$ cat config.mk
export PLATFORM = sky130hd
export DESIGN_NAME = vending_machine_multi
export DESIGN_NICKNAME = d
export VERILOG_FILES = /design/src/rtl/vending_machine_multi.sv
export SDC_FILE = /design/constraint.sdc
export NUM_CORES = 1
export LEC_CHECK = 0
export CAP_MARGIN = 20
export CORE_MARGIN = 5
export CORE_UTILIZATION = 59
export CTS_BUF_LIST = sky130_fd_sc_hd__clkbuf_4
export DETAILED_ROUTE_END_ITERATION = 8
export PLACE_DENSITY = 0.85
export SLEW_MARGIN = 10
export SYNTH_ARGS = -nofsm -noshare
export SYNTH_HDL_FRONTEND = slang
export SYNTH_SLANG_ARGS = --single-unit
$ cat constraint.sdc
create_clock -name clk -period 3.8 [get_ports clk]
set_clock_uncertainty 0.05 [all_clocks]
set_input_delay 0.95 -clock clk [delete_from_list [all_inputs] [get_ports clk]]
set_output_delay 0.95 -clock clk [all_outputs]
set_load 0.05 [all_outputs]
$ cat src/rtl/vending_machine_multi.sv
// Multi-item vending controller: coin credit, per-item stock, one-cycle vend pulse.
// Optional refund path enabled by the VENDING_CHANGE_EN macro.
module vending_machine_multi #(
  parameter int N_ITEMS    = 4,
  parameter int PRICE      = 5,
  parameter int CREDIT_W   = 4,
  parameter int MAX_CREDIT = 15,
  parameter int STOCK_W    = 3,
  parameter int INIT_STOCK = 7
) (
  input  logic                       clk,
  input  logic                       rst,
  input  logic                       coin_valid,
  input  logic [CREDIT_W-1:0]        coin_value,
  input  logic                       sel_valid,
  input  logic [$clog2(N_ITEMS)-1:0] sel_item,
  input  logic                       cancel,
  input  logic                       restock,
  input  logic [$clog2(N_ITEMS)-1:0] restock_item,
  output logic                       item_out,
  output logic [$clog2(N_ITEMS)-1:0] item_id,
  output logic                       change_out,
  output logic [CREDIT_W-1:0]        credit,
  output logic [N_ITEMS-1:0]         sold_out,
  output logic                       err,
  output logic                       busy
);

  localparam int SW = $clog2(N_ITEMS);
  localparam logic [CREDIT_W-1:0] PRICE_C    = CREDIT_W'(PRICE);
  localparam logic [CREDIT_W:0]   MAX_C      = (CREDIT_W+1)'(MAX_CREDIT);
  localparam logic [STOCK_W-1:0]  STOCK_MAX  = {STOCK_W{1'b1}};
  localparam logic [STOCK_W-1:0]  STOCK_INIT = STOCK_W'(INIT_STOCK);

  typedef enum logic [1:0] {
    S_IDLE   = 2'd0,
    S_CREDIT = 2'd1,
    S_VEND   = 2'd2
`ifdef VENDING_CHANGE_EN
    ,S_CHANGE = 2'd3
`endif
  } state_e;

  state_e               state_q, state_d;
  logic [CREDIT_W-1:0]  credit_q, credit_d;
  logic [SW-1:0]        sel_q, sel_d;
  logic                 err_q, err_d;
  logic [STOCK_W-1:0]   stock_q [N_ITEMS];
  logic [STOCK_W-1:0]   stock_d [N_ITEMS];

  logic [CREDIT_W:0]    coin_sum;
  logic                 coin_ok;
  logic                 sel_hit;
  logic [STOCK_W-1:0]   sel_stock;
  logic                 sel_ok;

  always_ff @(posedge clk or posedge rst) begin
    if (rst) begin
      state_q  <= S_IDLE;
      credit_q <= '0;
      sel_q    <= '0;
      err_q    <= 1'b0;
      for (int i = 0; i < N_ITEMS; i++) stock_q[i] <= STOCK_INIT;
    end else begin
      state_q  <= state_d;
      credit_q <= credit_d;
      sel_q    <= sel_d;
      err_q    <= err_d;
      for (int i = 0; i < N_ITEMS; i++) stock_q[i] <= stock_d[i];
    end
  end

  always_comb begin
    state_d   = state_q;
    credit_d  = credit_q;
    sel_d     = sel_q;
    err_d     = 1'b0;
    sel_hit   = 1'b0;
    sel_stock = '0;
    coin_sum  = {1'b0, credit_q} + {1'b0, coin_value};
    coin_ok   = (coin_value != '0) && (coin_sum <= MAX_C);
    // Out-of-range indices never match, so they leave sel_hit low.
    for (int i = 0; i < N_ITEMS; i++) begin
      if (sel_item == SW'(i)) begin
        sel_hit   = 1'b1;
        sel_stock = stock_q[i];
      end else begin
        sel_hit   = sel_hit;
      end
    end
    sel_ok = sel_hit && (sel_stock != '0) && (credit_q >= PRICE_C);

    case (state_q)
      S_IDLE, S_CREDIT: begin
        if (cancel) begin
          err_d = coin_valid;
          if (state_q == S_CREDIT) begin
`ifdef VENDING_CHANGE_EN
            state_d = S_CHANGE;
`else
            state_d  = S_IDLE;
            credit_d = '0;
`endif
          end else begin
            state_d = S_IDLE;
          end
        end else if (sel_valid) begin
          err_d = coin_valid || !sel_ok;
          if (sel_ok) begin
            state_d = S_VEND;
            sel_d   = sel_item;
          end else begin
            state_d = state_q;
          end
        end else if (coin_valid) begin
          if (coin_ok) begin
            credit_d = coin_sum[CREDIT_W-1:0];
            state_d  = S_CREDIT;
          end else begin
            err_d = 1'b1;
          end
        end else begin
          state_d = state_q;
        end
      end
      S_VEND: begin
        err_d    = coin_valid;
        credit_d = credit_q - PRICE_C;
        if (credit_q == PRICE_C) begin
          state_d = S_IDLE;
        end else begin
`ifdef VENDING_CHANGE_EN
          state_d = S_CHANGE;
`else
          state_d = S_CREDIT;
`endif
        end
      end
`ifdef VENDING_CHANGE_EN
      S_CHANGE: begin
        err_d    = coin_valid;
        credit_d = credit_q - CREDIT_W'(1);
        if (credit_q == CREDIT_W'(1)) begin
          state_d = S_IDLE;
        end else begin
          state_d = S_CHANGE;
        end
      end
`endif
      default: begin
        state_d  = S_IDLE;
        credit_d = '0;
      end
    endcase
  end

  // A restock and a vend of the same item cancel out, even at saturation.
  always_comb begin
    for (int i = 0; i < N_ITEMS; i++) begin
      if (restock && (restock_item == SW'(i)) && (state_q == S_VEND) && (sel_q == SW'(i))) begin
        stock_d[i] = stock_q[i];
      end else if ((state_q == S_VEND) && (sel_q == SW'(i))) begin
        stock_d[i] = stock_q[i] - STOCK_W'(1);
      end else if (restock && (restock_item == SW'(i)) && (stock_q[i] != STOCK_MAX)) begin
        stock_d[i] = stock_q[i] + STOCK_W'(1);
      end else begin
        stock_d[i] = stock_q[i];
      end
    end
  end

  always_comb begin
    for (int i = 0; i < N_ITEMS; i++) sold_out[i] = (stock_q[i] == '0);
  end

  assign item_out = (state_q == S_VEND);
  assign item_id  = (state_q == S_VEND) ? sel_q : '0;
`ifdef VENDING_CHANGE_EN
  assign change_out = (state_q == S_CHANGE);
  assign busy       = (state_q == S_VEND) || (state_q == S_CHANGE);
`else
  assign change_out = 1'b0;
  assign busy       = (state_q == S_VEND);
`endif
  assign credit = credit_q;
  assign err    = err_q;

endmodule
# --- After elaboration in Yosys (flattened, before gate mapping) ---
# Cells that the tools add are included.
word_totals:
  register_bits: 21
  in_bits: 14
  output_inout_bits: 14
  wordCells: 130
classes:
  add_sub_neg: 10
  order_cmp: 2
  n_eq_ne: 23
  mux: 35
  bitwise_logic: 5
  reduce_logical: 47
op_table:
  columns: ["cell", "count"]
  rows:
  - ["2-to-1 mux 3 bit", 12]
  - ["inequality test 3 bit (second input constant)", 8]
  - ["logical AND 1 bit", 23]
  - ["2-to-1 mux 4 bit", 5]
  - ["== test 2 bit (second input constant)", 7]
  - ["adder 3 x 1 -> 3 bit (second input constant)", 4]
  - ["logical NOT 3 bit", 4]
  - ["2-to-1 mux 2 bit", 6]
  - ["inequality test 4 bit (second input constant)", 3]
  - ["subtractor 3 x 1 -> 3 bit (second input constant)", 4]
  - ["2-to-1 mux 1 bit", 9]
  - ["== test 2 x 1 -> 1 bit (second input constant)", 4]
  - ["logical NOT 2 bit", 4]
  - ["case mux 4 bit (2 select lines)", 1]
  - ["AND reduction 2 bit", 4]
  - ["AND reduction 4 bit", 2]
  - ["nonzero test 2 bit", 4]
  - ["adder 4 x 4 -> 5 bit", 1]
  - ["less-or-equal comparator 5 x 4 -> 1 bit (second input constant)", 1]
  - ["NOT 1 bit", 5]
  - ["== test 4 x 3 -> 1 bit (second input constant)", 1]
  - ["greater-or-equal comparator 4 x 3 -> 1 bit (second input constant)", 1]
  - ["case mux 2 bit (2 select lines)", 1]
  - ["nonzero test 4 bit", 1]
  - ["7 further kinds", 7]

# --- Longest topological paths before layout ---
logic_depth:
  ltp_word: 13
  ltp_mapped: 7
  ltp_nobuf: 6

# --- Worst setup path after synthesis ---
# Ideal clock, no wire load.
synth_path:
  kind: "input port to flip-flop"
  from: "input coin_value[0]"
  to: "register credit_q[3] (netlist: credit[3])"
  arrival_time_ns: 2.765
  slack_ns: 0.861
  stages: 6
  n_path_buf: 0
  path_cell_list: "ha_1 > fa_1 > a21o_1 > a2111oi_4 > o22a_1 > mux2_2"
synth_via:
  elab_chain_cells: 6
  word_cells_on_any_way: 11
synth_lines:
  columns: ["element", "line_no", "text"]
  rows:
  - ["start, declared", "14", "input logic [CREDIT_W-1:0] coin_value,"]
  - ["parallel branches: the longest is 6 deep, another holds adder 4 x 4 -> 5 bit", null, null]
  - ["end signal, assigned", "66", "credit_q <= credit_d;"]
  - ["end, declared", "45", "logic [CREDIT_W-1:0] credit_q, credit_d;"]
# Parallel ways; which one is timed is not known. The select of a mux whose other input is x is not followed.
# A chain may end at the register's enable or synchronous reset.

# --- Worst setup path after layout ---
# Ends and elaborated chain as after synthesis.

==> metrics <==
r2r setup slk 1100 ps; post_cts resized 0; dominant register cell in the synthesized netlist dfstp_2; met2 routed wirelength 1.79 mm; synthesized cell area 1570 µm²; Setup Fix Bufs, Post-CTS 0; HP Start stock_q[11]; maximum achievable frequency 309 MHz; Setup TNS Final 0 ps; clock transition at the register clock pins on the worst setup and hold paths after CTS 130 ps; max-cap violations 0; number of iterations in the first detailed-routing pass 4; CTS buffer count 3; number of synthesized flops with an enable pin 0; drt via density 6.07; CP Data Arrival Time 3410 ps; worst hold path stage count 1; slowest cell on the critical path a2111oi_4; Filler cells 184; Power Dens Cells 770 nW/µm²; most frequent cells after synthesis 19 x inv_1, 12 x dfstp_2, 9 x a21oi_1, 9 x dfrtp_1, 9 x nand2_1; mean instance size in the synthesized netlist 9.95 µm²; number of H-tree branching levels 1; required time reported for the critical path endpoint 3970 ps; Die X 61.6 µm; row count 18; critical path class in2reg; cell count of the worst reg-to-reg path 6; critical-path cell list clkdlybuf4s50_1, ha_1, fa_1, a21o_1, a2111oi_4, o22a_1, mux2_2; time the final worst path needs with I/O delays and setup 3240 ps; crit start category input pin; Yosys warning total 0; end of the worst hold path stock_q[11]; portion of the clock cycle consumed by the worst path in the final layout 0.851; top routing layer in use met4; via count 1,292; unrepaired setup endpoints after global routing false; first-pass GRT wire length 5.78 mm; maximum fanout along the worst path 5; area taken by flip-flops and latches 541 µm²; detailed router's first-iteration violation count 34; status complete, no violations; met1 wire length 1.47 mm; clock network latency to the later pin of the worst-skew pair 320 ps; total wirelength of the detailed-routed design 3.50 mm; Worst Tran Pin Value 807 ps; Syn-to-layout area delta 18.6%; count of antenna-violating nets left after detailed routing 0; Critical Path End Type flop; number of hold violations in the final report 0; footprint of the multi-input gates 925 µm²; gr ovfl total 0; number of placed cells counting well taps 209; Post-DP HPWL 2.82 mm; area share of the leading cell type in the synthesized netlist 0.201; worst slack on hold paths 463 ps; sequential element share of the synthesized area 0.344; WL/cell 16.4 µm; top-count cell post-synth inv_1; Die Area 3800 µm²; initial core utilization 0.623; total routing usage reported by global routing 0.208; via count of the first global-routing pass 1,294; final estimated routing congestion in global placement 0.876; total leakage power 0.779 nW; input/output buffers 26; number of cells in the finished layout apart from fillers 213; net count after synthesis 183; post-layout net count 209; post-synthesis instance total 158; fraction of registers with async set/reset 1.00; buffer depth of the longest clock path 2; Final Power 0.00143 W; total count of max-transition violations in the final report 0; # hold bufs at CTS 0; final core area utilization 0.739; main area contributors after synthesis dfstp_2 20%, dfrtp_1 14%, fa_1 6.4%, ha_1 4.8%, inv_1 4.5%; worst reg2reg startpoint credit[0]; worst slew slack as a fraction of its limit 0.462; Die Ht 61.6 µm; destination of the worst register-to-register timing path credit[3]; number of synthesized register bits 21; clock tree from TritonCTS done; largest net degree at the start of global routing 22; Worst IR Drop VDD 0.000609 V; clock tree sinks 21; Routed met3 length 193 µm; fraction of layout instances using a drive strength above 1 0.148; number of antenna violations at the first check in global routing 0; top-level I/O count 28; Diodes inserted 0; class of the most critical hold timing path reg2reg; area leader, netlist dfstp_2; CTS root buf clkbuf_4; DRC violations left 0; number of unique standard cell types used by synthesis 54; critical path's largest stage delay 500 ps; Floorplan Core Area 2520 µm²; number of endpoints failing setup at the final stage 0
[worst max-delay path by stage]
stage,from,endpoint,cells past startpoint
final,coin_value[0],credit[3],7
after global routing,state_q[1],item_id[0],4
after global placement,coin_value[0],credit[3],7
after detailed placement,coin_value[0],credit[3],7
after CTS,coin_value[0],credit[3],7
after floorplan,coin_value[0],credit[3],6
[through the flow]
stage          setup WS [ps]  area, µm²
5_1_grt                  471       1860
3_5_place_dp             224       1830
6_report                 565       1860
3_3_place_gp             348       1830
2_1_floorplan            861       1570
4_1_cts                  577       1860
[state kept, by name, indices dropped and copies added (netlist names)]
| signal | flops |
|---|---|
| credit | 4 |
| sel_q | 2 |
| state_q | 2 |
| err | 1 |
| stock_q | 12 |
[critical path: cells and delay by family]
kind | cells | cell delay [ps]
fa+ha+maj | 2 | 650
mux | 1 | 350
buf+inv | 1 | 430
compound gates | 3 | 1030
[power breakdown]
| part | internal [W] | switching, W | total, W |
|---|---|---|---|
| Clock | 0.0000482 | 0.0000721 | 0.000120 |
| Combinational | 0.000338 | 0.000466 | 0.000804 |
| Sequential | 0.000378 | 0.000133 | 0.000510 |
| Total | 0.000764 | 0.000671 | 0.00143 |
[cell families (layout without fill, tap and decap cells)]
family	after synthesis	after routing	share of synthesized area
buffers and inverters	24	49	0.0677
AOI/OAI and AO/OA	30	30	0.143
xor gates and xnor gates	14	14	0.0780
muxes	9	9	0.0677
DFF	21	21	0.344
adders and majority gates	11	11	0.111
other	1	1	0.00239
and+or+nand+nor	48	48	0.186
[cell usage in the layout, fill, tap and decap left out, types with 2 or more instances in the layout]
master	instances
ha_1	6
and4bb_2	2
nand3b_1	3
o21ai_0	4
nand2b_1	4
a21oi_1	9
nand2_1	9
mux2i_1	5
clkdlybuf4s50_1	26
xnor2_1	8
inv_1	19
dfrtp_1	9
clkbuf_4	4
fa_1	5
nand3_1	4
dfstp_2	12
a31oi_1	2
mux2_2	3
nor3_1	5
a311o_1	2
nor2_1	5
xor2_1	6
and2_1	2
[routing by layer]
| layer | GRT usage | vias to the layer above |
|---|---|---|
| li1 | - | 605 |
| met1 | 0.243 | 645 |
| met2 | 0.369 | 37 |
| met3 | 0.0482 | 5 |
| met4 | 0.0727 | 0 |
| met5 | 0 | - |
[area by class of cell]
| cell class | instances | share of cell area |
|---|---|---|
| Multi-Input combinational cell | 113 | 0.496 |
| Sequential cell | 21 | 0.290 |
| Timing Repair Buffer | 26 | 0.140 |
| Inverter | 19 | 0.0383 |
| Tap cell | 30 | 0.0201 |
| Clock buffer | 4 | 0.0161 |
Power figures use the tool's default switching activity.
